--- src/rtl/arbitro_escrita_banco_pkg.sv ---
// Shared sizing and requester identifiers for the register-bank write arbiter.
// The top module and the scoreboard both import these constants.
package arbitro_escrita_banco_pkg;

    localparam int DATA_W = 16;
    localparam int ADDR_W = 5;
    localparam int NREG   = 2 ** ADDR_W;

    localparam logic REQ_ALU = 1'b0;
    localparam logic REQ_MEM = 1'b1;

endpackage

--- src/rtl/arbitro_escrita_banco_placar_registradores.sv ---
// Pending-write scoreboard: one bit per register, set by decode and cleared on grant.
// Lookups are combinational from the registered bits; a same-register set and clear leaves the bit set.
module placar_registradores
    import arbitro_escrita_banco_pkg::*;
#(
    parameter int ADDR_W_P = arbitro_escrita_banco_pkg::ADDR_W,
    parameter int NREG_P   = arbitro_escrita_banco_pkg::NREG
) (
    input  logic                clock,
    input  logic                reset,
    input  logic                set_en,
    input  logic [ADDR_W_P-1:0] set_reg,
    input  logic                clr_en,
    input  logic [ADDR_W_P-1:0] clr_reg,
    input  logic [ADDR_W_P-1:0] consulta1,
    input  logic [ADDR_W_P-1:0] consulta2,
    output logic                pendente1,
    output logic                pendente2
);

    logic [NREG_P-1:0] pend;

    // The set is written after the clear so that a new producer overrides the retiring one.
    always_ff @(posedge clock or posedge reset) begin
        if (reset) begin
            pend <= '0;
        end else begin
            if (clr_en) pend[clr_reg] <= 1'b0;
            if (set_en) pend[set_reg] <= 1'b1;
        end
    end

    assign pendente1 = pend[consulta1];
    assign pendente2 = pend[consulta2];

endmodule

--- src/rtl/arbitro_escrita_banco.sv ---
// Round-robin arbiter for the single register-bank write port (ALU vs load), 1-cycle registered write stage.
// Grants are combinational; a losing requester holds its request and wins the next contended cycle.
module arbitro_escrita_banco
    import arbitro_escrita_banco_pkg::*;
#(
    parameter int DATA_W_P = arbitro_escrita_banco_pkg::DATA_W,
    parameter int ADDR_W_P = arbitro_escrita_banco_pkg::ADDR_W,
    parameter int NREG_P   = arbitro_escrita_banco_pkg::NREG
) (
    input  logic                clock,
    input  logic                reset,
    input  logic                alu_req,
    input  logic [ADDR_W_P-1:0] alu_reg,
    input  logic [DATA_W_P-1:0] alu_dado,
    output logic                alu_gnt,
    input  logic                mem_req,
    input  logic [ADDR_W_P-1:0] mem_reg,
    input  logic [DATA_W_P-1:0] mem_dado,
    output logic                mem_gnt,
    input  logic                reserva_en,
    input  logic [ADDR_W_P-1:0] reserva_reg,
    input  logic [ADDR_W_P-1:0] fonte1,
    input  logic [ADDR_W_P-1:0] fonte2,
    output logic                hazard,
    output logic                RegWrite,
    output logic [ADDR_W_P-1:0] registrador_dest,
    output logic [DATA_W_P-1:0] dado_escrita
);

    logic                ultimo;
    logic                transfere;
    logic [ADDR_W_P-1:0] reg_vencedor;
    logic [DATA_W_P-1:0] dado_vencedor;
    logic                pend1;
    logic                pend2;

    // Under contention the requester that did not win last is served.
    assign alu_gnt = alu_req & (~mem_req | (ultimo == REQ_MEM));
    assign mem_gnt = mem_req & (~alu_req | (ultimo == REQ_ALU));

    assign transfere     = alu_gnt | mem_gnt;
    assign reg_vencedor  = alu_gnt ? alu_reg  : mem_reg;
    assign dado_vencedor = alu_gnt ? alu_dado : mem_dado;

    always_ff @(posedge clock or posedge reset) begin
        if (reset) begin
            ultimo           <= REQ_MEM;
            RegWrite         <= 1'b0;
            registrador_dest <= '0;
            dado_escrita     <= '0;
        end else begin
            RegWrite <= transfere;
            if (transfere) begin
                ultimo           <= alu_gnt ? REQ_ALU : REQ_MEM;
                registrador_dest <= reg_vencedor;
                dado_escrita     <= dado_vencedor;
            end
        end
    end

    // Pending bit retires at grant time, one cycle before the bank actually sees the write.
    placar_registradores #(
        .ADDR_W_P (ADDR_W_P),
        .NREG_P   (NREG_P)
    ) u_placar (
        .clock     (clock),
        .reset     (reset),
        .set_en    (reserva_en),
        .set_reg   (reserva_reg),
        .clr_en    (transfere),
        .clr_reg   (reg_vencedor),
        .consulta1 (fonte1),
        .consulta2 (fonte2),
        .pendente1 (pend1),
        .pendente2 (pend2)
    );

    assign hazard = pend1 | pend2;

endmodule
--- config.mk ---
export PLATFORM = sky130hd
export DESIGN_NAME = arbitro_escrita_banco
export DESIGN_NICKNAME = d
export VERILOG_FILES = /design/src/rtl/arbitro_escrita_banco_pkg.sv /design/src/rtl/arbitro_escrita_banco_placar_registradores.sv /design/src/rtl/arbitro_escrita_banco.sv
export SDC_FILE = /design/constraint.sdc
export NUM_CORES = 1
export LEC_CHECK = 0
export CORE_MARGIN = 5
export CORE_UTILIZATION = 53
export DETAILED_ROUTE_END_ITERATION = 8
export GPL_TIMING_DRIVEN = 0
export HOLD_SLACK_MARGIN = 0.15
export PLACE_DENSITY = 0.92
export SYNTH_ARGS = -nofsm -noshare
export SYNTH_HDL_FRONTEND = slang
export SYNTH_HIERARCHICAL = 1
export SYNTH_SLANG_ARGS = --single-unit
--- constraint.sdc ---
create_clock -name clock -period 6.02 [get_ports clock]
set_clock_uncertainty 0.05 [all_clocks]
set_input_delay 1.204 -clock clock [delete_from_list [all_inputs] [get_ports clock]]
set_output_delay 1.204 -clock clock [all_outputs]
set_load 0.05 [all_outputs]
# [Word-level counts from Yosys, hierarchy flattened]
# Index checks and enable logic that the tools add are counted.
# W data, S select, Z words.
[totals] regBits=55 latchBits=0 mem_bits_rw=0 rom_bits=0 wordCells=38 mem_count=0
[op_classes] n_addsub=0 multipliers=0 div=0 n_lt_le_gt_ge=6 n_eq_ne=0 shifts=0 n_mux=13 bitwise_logic=12 n_reduce_logical=2
[op_table] op="$mux W32" count=2
[op_table] op="$and A32 B32 Y32" count=1
[op_table] op="$not A32 Y32" count=1
[op_table] op="$or A32 B32 Y32" count=1
[op_table] op="$lt A5 B6 Y1 const B" count=4
[op_table] op="$mux W16" count=1
[op_table] op="$bmux W1 S5" count=2
[op_table] op="$demux W1 S5" count=2
[op_table] op="$ge A5 B1 Y1 const B" count=2
[op_table] op="$mux W1" count=5
[op_table] op="$mux W5" count=1
[op_table] op="$or A1 B1 Y1" count=4
[op_table] op="$not A1 Y1" count=3
[op_table] op="$and A1 B1 Y1" count=2
[op_table] op="$logic_and A1 B1 Y1" count=2

# [Longest topological paths before layout]
# Gate-level depths: netlist (run 1).
[logic_depth] ltp_word=13 depth_mapped=8 depth_no_buf=7

# [Hierarchy]
# Netlist (run 1), hierarchy kept.
[by_module_without_submodules] mod="placar_registradores" instances=1 cells_per_inst=209 area_each_um2=1956.9 seq_area_each_um2=800.8
[by_module_without_submodules] mod="arbitro_escrita_banco" instances=1 cells_per_inst=128 area_each_um2=1415.1 seq_area_each_um2=576.8

# [Least setup slack after synthesis (run 1)]
# No wires, ideal clock.
[synth_path] path_kind="in2out" from="input port fonte2[1]" to="output port hazard" arrival_time_ns=2.493 t_required_ns=4.766 path_slack_ns=2.273 stages=8 n_path_buf=2 path_cell_list="buf_6 > buf_12 > mux2i_1 > a22oi_1 > nand3_1 > nand2_1 > a311o_1 > or2_2"
[synth_via] elab_chain_cells=3
[synth_rtl] element="start: declaration" line_no="arbitro_escrita_banco.sv:23" rtl="input logic [ADDR_W_P-1:0] fonte2,"
[synth_rtl] element="$bmux W1 S5" line_no="arbitro_escrita_banco_placar_registradores.sv:34" rtl="assign pendente2 = pend[consulta2];"
[synth_rtl] element="$mux W1 (implied by the code)" line_no="arbitro_escrita_banco_placar_registradores.sv:34"
[synth_rtl] element="via pend2" line_no="arbitro_escrita_banco.sv:35" rtl="logic pend2;"
[synth_rtl] element="$or A1 B1 Y1" line_no="arbitro_escrita_banco.sv:78" rtl="assign hazard = pend1 | pend2;"
[synth_rtl] element="end: declaration" line_no="arbitro_escrita_banco.sv:24" rtl="output logic hazard,"
# The timed path passes the listed nets, and every way through them passes these cells. The select of a mux whose other input is x is not followed.

# [Worst setup path in the final report (run 1)]
[layout_path] from="input port fonte2[2]" to="output port hazard"
# Same word-level chain as after synthesis.

==> qor.txt, run 1 <==
Status -> completed
Fin cells -> 505
Clk Latency, worst-skew pair -> 0.31 ns
Type of origin of the critical path -> primary input
CP max FO -> 4
Port-buffer cells -> 83
Max Cap Violations -> 0
Most used cell, CP -> clkdlybuf4s50_1
Area of the mapped netlist -> 0.00337 mm2
Initial antenna violation count -> 0
Unique masters post-synth -> 37
Die height -> 89.8 um
H-tree depth -> 2
Clk network pwr share -> 18.6%
Global-route wire length before repair -> 16100 um
FMAX -> 208 MHz
Synth Net Count -> 399
Via count -> 3120
Fill count -> 466
Post-synth EDFFs -> 0
Post-CTS Setup Repair Bufs -> 0
Vias in the first global route -> 3304
# IOs -> 87
M3 GR Usage -> 7.18%
Max rail drop VDD -> 0.193 mV
Final routed DRC violation total -> 0
Core area -> 0.00628 mm2
Total Die Area -> 0.00806 mm2
Fin nets -> 489
Initial DRC Count -> 342
CP max stage delay -> 0.70 ns
Arrival @ worst endpoint -> 3.56 ns
Top cells by area, synth -> dfrtp_1 40%, mux2i_1 16%, o21ai_0 9.5%
Antenna cells -> 0
Pwr Density -> 268 mW/mm2
Crit path cell chain -> clkdlybuf4s50_1 -> and2b_1 -> a22oi_1 -> nand4b_1 -> a21oi_1 -> a311o_1 -> or2_2 -> clkdlybuf4s50_1
Post-route setup TNS -> 0 ns
P_sw -> 0.000446 W
Post-Syn Instances -> 337
Largest net degree at the start of global routing -> 33
Cell taking the most area after synthesis -> dfrtp_1
Post-CTS sizing -> 0
Internal -> 0.000732 W
Clock sinks -> 55
DR pass1 iterations -> 5
CTS max path bufs -> 2
GR peak layer -> met2
Share of cells above drive strength 1 -> 10.3%
GR Util All Layers -> 23.9%
Cts-stage hold buffer count -> 0
Yosys top cell area share -> 40.1%
CTS tree -> built
P_leak -> 1.82 nW
Pins over their slew limit -> 0
M1 GR Usage -> 28.6%
HPWL Detailed -> 7420 um
Minimum clock period -> 4.81 ns
Yosys reg bits -> 55
ANT nets after route -> 0
GRT overflow -> 0
Root buf cell -> clkbuf_8
P&R area growth vs syn -> 30.4%
Synth Flop Type -> dfrtp_1
Critical path's top delay family -> buffers and inverters
GPL Wtd Cong -> 0.876
RSZ-0062 raised after global routing -> no
Sequential share of the synthesized area -> 40.9%
Comb power frac -> 37.2%
Crit-path slowest cell -> clkdlybuf4s50_1
Relative slew slack -> 20.2%
Final Cycle Share -> 80.0%
Placed Cells -> 497
Cts bufs inserted -> 5
Setup violators final -> 0
HP Class -> reg2reg
Sequential share of power -> 44.2%
Worst-margin pin slew -> 1.20 ns
WP data required -> 4.77 ns
Initial core utilization -> 53.7%
Crit end category -> output port
Share of flip-flops with an asynchronous set or reset -> 100%
Fin. Hold Viols -> 0
Crit path kind -> in2out
Ys Warns -> 6
Critical path buffer and inverter count -> 2
# rows -> 29
Worst-path clk slew -> 0.10 ns
Drt wl/cell -> 19.2 um
Sw Share -> 37.8%
Syn_area_per_cell -> 10.0 um2
Detailed Route WL -> 9680 um
Met2 usage -> 39.7%
Vias per cell -> 6.18
Width of the die -> 89.8 um
layer usage:
| layer | vias up | wire length, um |
|---|---|---|
| li1 | 1435 | - |
| met1 | 1491 | 3850 |
| met2 | 166 | 4700 |
| met3 | 28 | 842 |
| met4 | 0 | 282 |
| met5 | - | 0 |
cell usage in the layout (no fill, tap or decap), drive strengths merged, types with 6 or more instances in the layout:
| cell | instances |
|---|---|
| clkdlybuf4s50 | 83 |
| o21ai | 81 |
| dfrtp | 54 |
| mux2i | 53 |
| a21oi | 27 |
| nand3b | 26 |
| nand2 | 17 |
| buf | 14 |
| clkbuf | 9 |
| nand3 | 8 |
| a22oi | 8 |
| nor2 | 6 |
logic make-up (layout without fill, tap and decap cells):
group	Yosys count	after routing	synth area share, %
AND/OR/NAND/NOR	75	75	13.5
multiplexers	58	58	17.4
AO/OA/AOI/OAI	127	127	22.5
flip-flops	55	55	40.9
buffers and inverters	22	113	5.75
worst min-delay path: stages, from the launching register on:
cell     delay, ns
dfrtp_1       0.37
o21ai_0       0.08
o21ai_0       0.06
synthesized netlist by cell type (2+ instances only):
cell type   n
o21ai_0    64
nor2b_1     2
nand3_1     8
buf_4       2
dfrtp_1    54
buf_6       7
a21oi_1    26
o21ai_1    10
a22oi_1     8
nor2_1      6
inv_1       4
a311o_1     2
nand3b_1   26
nand4b_1    2
nand2b_1    2
a211oi_1    2
buf_2       2
nand2_1    16
mux2i_1    53
buf_12      3
or3_1       2
clkbuf_1    3
and2b_1     2
o22ai_2     5
o21ai_2     6
mux2_1      5
and2_1      2
or3b_2      4
path summary, 6_finish.rpt:
kind	start	endpoint	slack [ns]	cells past startpoint
setup / recovery	fonte2[2]	hazard	1.21	8
hold / removal	u_placar/pend[18]	u_placar/pend[18]	0.50	2
setup reg to reg	ultimo	u_placar/pend[4]	3.62	7
hold reg to reg	u_placar/pend[18]	u_placar/pend[18]	0.50	2
max in group asynchronous	reset	u_placar/pend[5]	3.71	2
min in group asynchronous	reset	dado_escrita[11]	1.38	2
state kept, by name, indices dropped and copies added, names as in the netlist:
register / cells
u_placar/pend: 32
dado_escrita: 16
registrador_dest: 5
RegWrite: 1
ultimo: 1
power by group through the flow:
stage / clock (W) / sequential, W / combinational [W]
floorplan: 0 / 0.000574 / 0.000214
global placement: 0 / 0.000518 / 0.000420
detailed placement: 0 / 0.000525 / 0.000435
CTS: 0.000224 / 0.000518 / 0.000436
global route: 0.000237 / 0.000533 / 0.000473
finish: 0.000220 / 0.000521 / 0.000438
per-stage QoR:
| stage | hold slack [ns] | setup slack, ns | cell area [um2] | power [W] | utilization [%] |
|---|---|---|---|---|---|
| 4_1_cts | 0.495 | 1.23 | 4400 | 0.00118 | 70.1 |
| 3_3_place_gp | 0.457 | 1.28 | 4300 | 0.000937 | 68.5 |
| 6_report | 0.496 | 1.21 | 4400 | 0.00118 | 70.1 |
| 3_5_place_dp | 0.472 | 1.24 | 4300 | 0.000960 | 68.5 |
| 5_1_grt | 0.531 | 1.09 | 4400 | 0.00124 | 70.1 |
| 2_1_floorplan | 0.441 | 2.27 | 3370 | 0.000788 | - |
layout make-up:
type                            count  area, um2  share of cell area [%]
Buffer                             17        175                    3.98
Clock buffer                        6       82.6                    1.88
Clock inverter                      2       16.3                   0.370
Inverter                            5       18.8                   0.427
Multi-Input combinational cell    260       1800                    40.9
Sequential cell                    55       1380                    31.3
Tap cell                           77       96.3                    2.19
Timing Repair Buffer               83        831                    18.9
(Power assumes the default switching activity.)
==> run 2, diff against run 1 <==
--- a/config.mk
+++ b/config.mk
@@ -6,11 +6,11 @@
 export NUM_CORES = 1
 export LEC_CHECK = 0
 export CORE_MARGIN = 5
-export CORE_UTILIZATION = 53
+export CORE_UTILIZATION = 49
 export DETAILED_ROUTE_END_ITERATION = 8
 export GPL_TIMING_DRIVEN = 0
 export HOLD_SLACK_MARGIN = 0.15
-export PLACE_DENSITY = 0.92
+export PLACE_DENSITY = 0.86
 export SYNTH_ARGS = -nofsm -noshare
 export SYNTH_HDL_FRONTEND = slang
 export SYNTH_HIERARCHICAL = 1
==> constraint.sdc (replaced) <==
create_clock -name clock -period 4.9 [get_ports clock]
set_clock_uncertainty 0.05 [all_clocks]
set_input_delay 0.98 -clock clock [delete_from_list [all_inputs] [get_ports clock]]
set_output_delay 0.98 -clock clock [all_outputs]
set_load 0.05 [all_outputs]
==> run 2 against run 1 <==
  * Total power is 21% higher
  * Critical path type unchanged
  * First-iteration DRC count fell by 30%
  * Via count fell by 0.80%
  * Global-route usage decreased by 0.73 points
  * Die area grew 7.2%
  * Sequential share of layout area down 0.12 points
  * Core utilization fell by 4.7 points
  * Clock power rose by 15%
  * Count of clock-buffer cells in the layout stayed put
  * Sequential power rose by 22%
  * Critical path depth unchanged
  * Routed wire length increased by 0.32%
==> qor.txt, run 2 (synthesis gave the netlist of run 1 again) <==
HP Class -> reg2reg
Root buf cell -> clkbuf_8
Most used cell, CP -> clkdlybuf4s50_1
Drt wl/cell -> 19.1 um
DR pass1 iterations -> 5
Initial DRC Count -> 240
CTS tree -> built
GPL Wtd Cong -> 0.878
Largest net degree at the start of global routing -> 33
Global-route wire length before repair -> 15800 um
Vias per cell -> 6.08
# IOs -> 87
Fin. Hold Viols -> 0
Via count -> 3095
GR Util All Layers -> 23.1%
WP data required -> 3.87 ns
Hold_ws -> 0.491 ns
P_leak -> 1.82 nW
Pins over their slew limit -> 0
Clk Latency, worst-skew pair -> 0.31 ns
Max Cap Violations -> 0
Clock sinks -> 55
CP max FO -> 4
FMAX -> 229 MHz
Post-CTS sizing -> 0
CP max stage delay -> 0.70 ns
P&R area growth vs syn -> 30.9%
Max reg flops -> 32
Arrival @ worst endpoint -> 3.33 ns
Post-CTS Setup Repair Bufs -> 0
Core area -> 0.00676 mm2
Status -> completed
Final worst slack -> 0.537 ns
Crit path kind -> in2out
Crit end category -> output port
H-tree depth -> 2
Worst-margin pin slew -> 0.903 ns
Commonest non-fill, non-tap cell in the layout -> clkdlybuf4s50_1
Fill count -> 551
# rows -> 30
RSZ-0062 raised after global routing -> no
Initial antenna violation count -> 0
ANT nets after route -> 0
Minimum clock period -> 4.36 ns
Post-route setup TNS -> 0 ns
Fin nets -> 490
Crit-path slowest cell -> clkdlybuf4s50_1
Type of origin of the critical path -> primary input
Relative slew slack -> 39.7%
Cts bufs inserted -> 5
Dpl ws -> 0.566 ns
Initial core utilization -> 49.9%
Worst-path clk slew -> 0.10 ns
Port-buffer cells -> 83
Die height -> 93.0 um
Width of the die -> 93.0 um
Share of cells above drive strength 1 -> 10.3%
Cts-stage hold buffer count -> 0
CTS max path bufs -> 2
Antenna cells -> 0
Final Cycle Share -> 89.0%
Regs by FF count -> u_placar/pend: 32 flops, dado_escrita: 16 flops, registrador_dest: 5 flops
Setup violators final -> 0
Final routed DRC violation total -> 0
Most frequent cells in the layout -> 83 x clkdlybuf4s50_1, 64 x o21ai_0, 54 x dfrtp_1
Detailed Route WL -> 9710 um
Vias in the first global route -> 3257
Crit path cell chain -> clkdlybuf4s50_1 -> and2b_1 -> a22oi_1 -> nand4b_1 -> a21oi_1 -> a311o_1 -> or2_2 -> clkdlybuf4s50_1
Total Die Area -> 0.00864 mm2
GRT overflow -> 0
Most flop-heavy register -> u_placar/pend
Max rail drop VDD -> 0.204 mV
Pwr Density -> 324 mW/mm2
HPWL Detailed -> 7510 um
-- run 2: changes by cell type in the layout (fill, tap and decap cells not counted), sizes merged --
cell	delta
buf	+1
-- run 2: layout make-up --
class,count,area [um2],share of cell area (%)
Buffer,17,175,3.97
Clock buffer,6,72.6,1.64
Clock inverter,2,12.5,0.283
Inverter,5,18.8,0.425
Multi-Input combinational cell,260,1800,40.8
Sequential cell,55,1380,31.2
Tap cell,80,100,2.27
Timing Repair Buffer,84,858,19.4
-- run 2: path summary, 6_finish.rpt --
check,start,to,slack (ns),cells past startpoint
worst max-delay path,fonte2[2],hazard,0.54,8
worst min-delay path,u_placar/pend[24],u_placar/pend[24],0.49,2
worst max register to register,ultimo,u_placar/pend[12],2.59,7
worst min register to register,u_placar/pend[24],u_placar/pend[24],0.49,2
max in group asynchronous,reset,registrador_dest[1],3.11,2
min in group asynchronous,reset,u_placar/pend[17],0.93,2
-- run 2: metrics by stage --
stage,utilization (%),instance area [um2],cells,total power (W)
final,65.4,4420,509,0.00143
after global routing,65.4,4420,509,0.00151
after CTS,64.9,4390,508,0.00142
after detailed placement,63.7,4300,500,0.00118
after global placement,63.7,4300,500,0.00116
after floorplan,-,3370,337,0.000969
-- run 2: metal layers --
metal | vias up | GRT usage [%] | wire, um
met5 | - | 0 | 0
li1 | 1435 | - | -
met4 | 0 | 8.30 | 201
met3 | 22 | 7.15 | 843
met2 | 143 | 39.4 | 4810
met1 | 1495 | 27.5 | 3850
-- run 2: power by group --
part	total, W	switching, W	leakage [nW]	internal (W)
Sequential	0.000638	0.0000796	0.659	0.000558
Clock	0.000253	0.000152	0.0412	0.000100
Combinational	0.000539	0.000311	1.12	0.000228
Total	0.00143	0.000543	1.82	0.000887
-- run 2: critical path, delay by kind of cell --
family                 cells  cell delay, ns
buffers and inverters      2            1.15
AND/OR/NAND/NOR            3            0.71
AO/OA/AOI/OAI              3            0.50
==> run 3, diff against run 2 <==
--- a/config.mk
+++ b/config.mk
@@ -7,8 +7,9 @@
 export LEC_CHECK = 0
 export CORE_MARGIN = 5
 export CORE_UTILIZATION = 49
+export CTS_CLUSTER_DIAMETER = 80
 export DETAILED_ROUTE_END_ITERATION = 8
-export GPL_TIMING_DRIVEN = 0
+export GPL_TIMING_DRIVEN = 1
 export HOLD_SLACK_MARGIN = 0.15
 export PLACE_DENSITY = 0.86
 export SYNTH_ARGS = -nofsm -noshare
==> run 3 against run 2 <==
  * Flip-flop and latch count unchanged
  * Count of clock-buffer cells in the layout unchanged
  * Via count down 0.87%
  * Worst setup slack better by 0.31 ns
  * Design area down 3.2%
  * Critical endpoint unchanged
==> qor.txt, run 3 (synthesis gave the netlist of run 1 again) <==
CP max stage delay -> 0.46 ns
Worst-path clk slew -> 0.09 ns
Setup violators final -> 0
Arrival @ worst endpoint -> 3.02 ns
Worst Hold Path EP -> u_placar/pend[12]
Hold depth -> 2
Initial core utilization -> 49.9%
Dpl ws -> 0.846 ns
P_sw -> 0.000530 W
Comb power frac -> 34.9%
Core area -> 0.00676 mm2
DR pass1 iterations -> 5
HPWL Detailed -> 7190 um
Critical path buffer and inverter count -> 3
Drt wl/cell -> 19.1 um
Sw Share -> 36.5%
Pwr Density -> 340 mW/mm2
GRT overflow -> 0
Crit end category -> output port
CTS max path bufs -> 2
Max Cap Violations -> 0
Status -> completed
Final routed DRC violation total -> 0
Vias per cell -> 6.19
Port-buffer cells -> 86
Vias in the first global route -> 3150
Placed Cells -> 489
Worst-margin pin slew -> 1.15 ns
GR Util All Layers -> 22.1%
Final worst slack -> 0.847 ns
RSZ-0062 raised after global routing -> no
Max reg flops -> 32
Most flop-heavy register -> u_placar/pend
Width of the die -> 93.0 um
Largest net degree at the start of global routing -> 33
# rows -> 30
Detailed Route WL -> 9450 um
FMAX -> 247 MHz
CTS tree -> built
Regs by FF count -> u_placar/pend: 32 flops, dado_escrita: 16 flops, registrador_dest: 5 flops
Hold_ws -> 0.506 ns
P_leak -> 1.76 nW
Sequential share of power -> 45.0%
Post-route setup TNS -> 0 ns
Number of cells on the critical path -> 9
Via count -> 3068
Critical path's top delay family -> buffers and inverters
# IOs -> 87
GPL Wtd Cong -> 0.907
Initial antenna violation count -> 0
Relative slew slack -> 23.4%
Type of origin of the critical path -> primary input
Initial DRC Count -> 346
HP Class -> reg2reg
Final Cycle Share -> 82.7%
Fin cells -> 496
Global-route wire length before repair -> 15500 um
CP max FO -> 16
Die height -> 93.0 um
Post-CTS sizing -> 0
H-tree depth -> 2
Reg2Reg Depth -> 5
Worst r2r dst -> u_placar/pend[1]
R2R Setup Slk -> 2.37 ns
Fin. Hold Viols -> 0
Post-CTS Setup Repair Bufs -> 0
ANT nets after route -> 0
Commonest non-fill, non-tap cell in the layout -> clkdlybuf4s50_1
Clk network pwr share -> 20.1%
Minimum clock period -> 4.05 ns
Final core utilization -> 63.3%
Antenna cells -> 0
Most frequent cells in the layout -> 84 x clkdlybuf4s50_1, 64 x o21ai_0, 54 x dfrtp_1
Pins over their slew limit -> 0
WP data required -> 3.87 ns
Reg-to-Reg Start -> ultimo
Fin nets -> 478
Clk Latency, worst-skew pair -> 0.30 ns
Total Die Area -> 0.00864 mm2
Most used cell, CP -> buf_4
Share of cells above drive strength 1 -> 7.93%
Internal -> 0.000921 W
Crit path cell chain -> clkdlybuf4s50_1 -> buf_4 -> mux2i_1 -> a22oi_1 -> nand4b_1 -> a21oi_1 -> a311o_1 -> or2_2 -> buf_4
Root buf cell -> clkbuf_8
Clock sinks -> 55
Cts bufs inserted -> 5
P&R area growth vs syn -> 26.8%
Max rail drop VDD -> 0.200 mV
Cts-stage hold buffer count -> 0
Crit path kind -> in2out
Crit-path slowest cell -> clkdlybuf4s50_1
Worst Min Path Start -> u_placar/pend[12]
run 3: final cells by class:
type	instances	area (um2)
fill	570	2480
inverter	5	18.8
clock inverter	1	30.0
tap	80	100
multi-input combinational	260	1800
sequential	55	1380
timing repair buffer	89	876
clock buffer	6	72.6
run 3: worst reg2reg max path: cells and delay by family (launching register included):
| kind | cells | cell delay [ns] |
|---|---|---|
| flops | 1 | 0.83 |
| compound gates | 3 | 0.57 |
| simple gates | 1 | 0.46 |
| mux | 1 | 0.49 |
run 3: worst max path at each step:
stage	slack (ns)	startpoint	endpoint
2_1_floorplan	1.60	fonte2[1]	hazard
3_3_place_gp	0.91	fonte2[1]	hazard
3_5_place_dp	0.85	fonte2[1]	hazard
4_1_cts	0.84	fonte2[1]	hazard
5_1_grt	0.76	fonte2[1]	hazard
6_report	0.85	fonte2[1]	hazard
run 3: power groups by stage:
stage	Sequential (W)	Clock, W	Combinational [W]
floorplan	0.000705	0	0.000263
global placement	0.000653	0	0.000486
detailed placement	0.000657	0	0.000504
CTS	0.000649	0.000294	0.000507
global route	0.000666	0.000310	0.000549
finish	0.000653	0.000292	0.000507
run 3: through the flow:
stage          cell area, um2  total power (W)
2_1_floorplan            3370         0.000969
3_3_place_gp             4170          0.00114
3_5_place_dp             4170          0.00116
4_1_cts                  4280          0.00145
5_1_grt                  4280          0.00152
6_report                 4280          0.00145
run 3: routing by layer:
metal | global-route usage, % | routed length, um | part of all wire (%)
met5 | 0 | 0 | 0
met4 | 6.84 | 211 | 2.2
met3 | 6.82 | 839 | 8.9
met2 | 37.9 | 4650 | 49
met1 | 26.4 | 3750 | 40
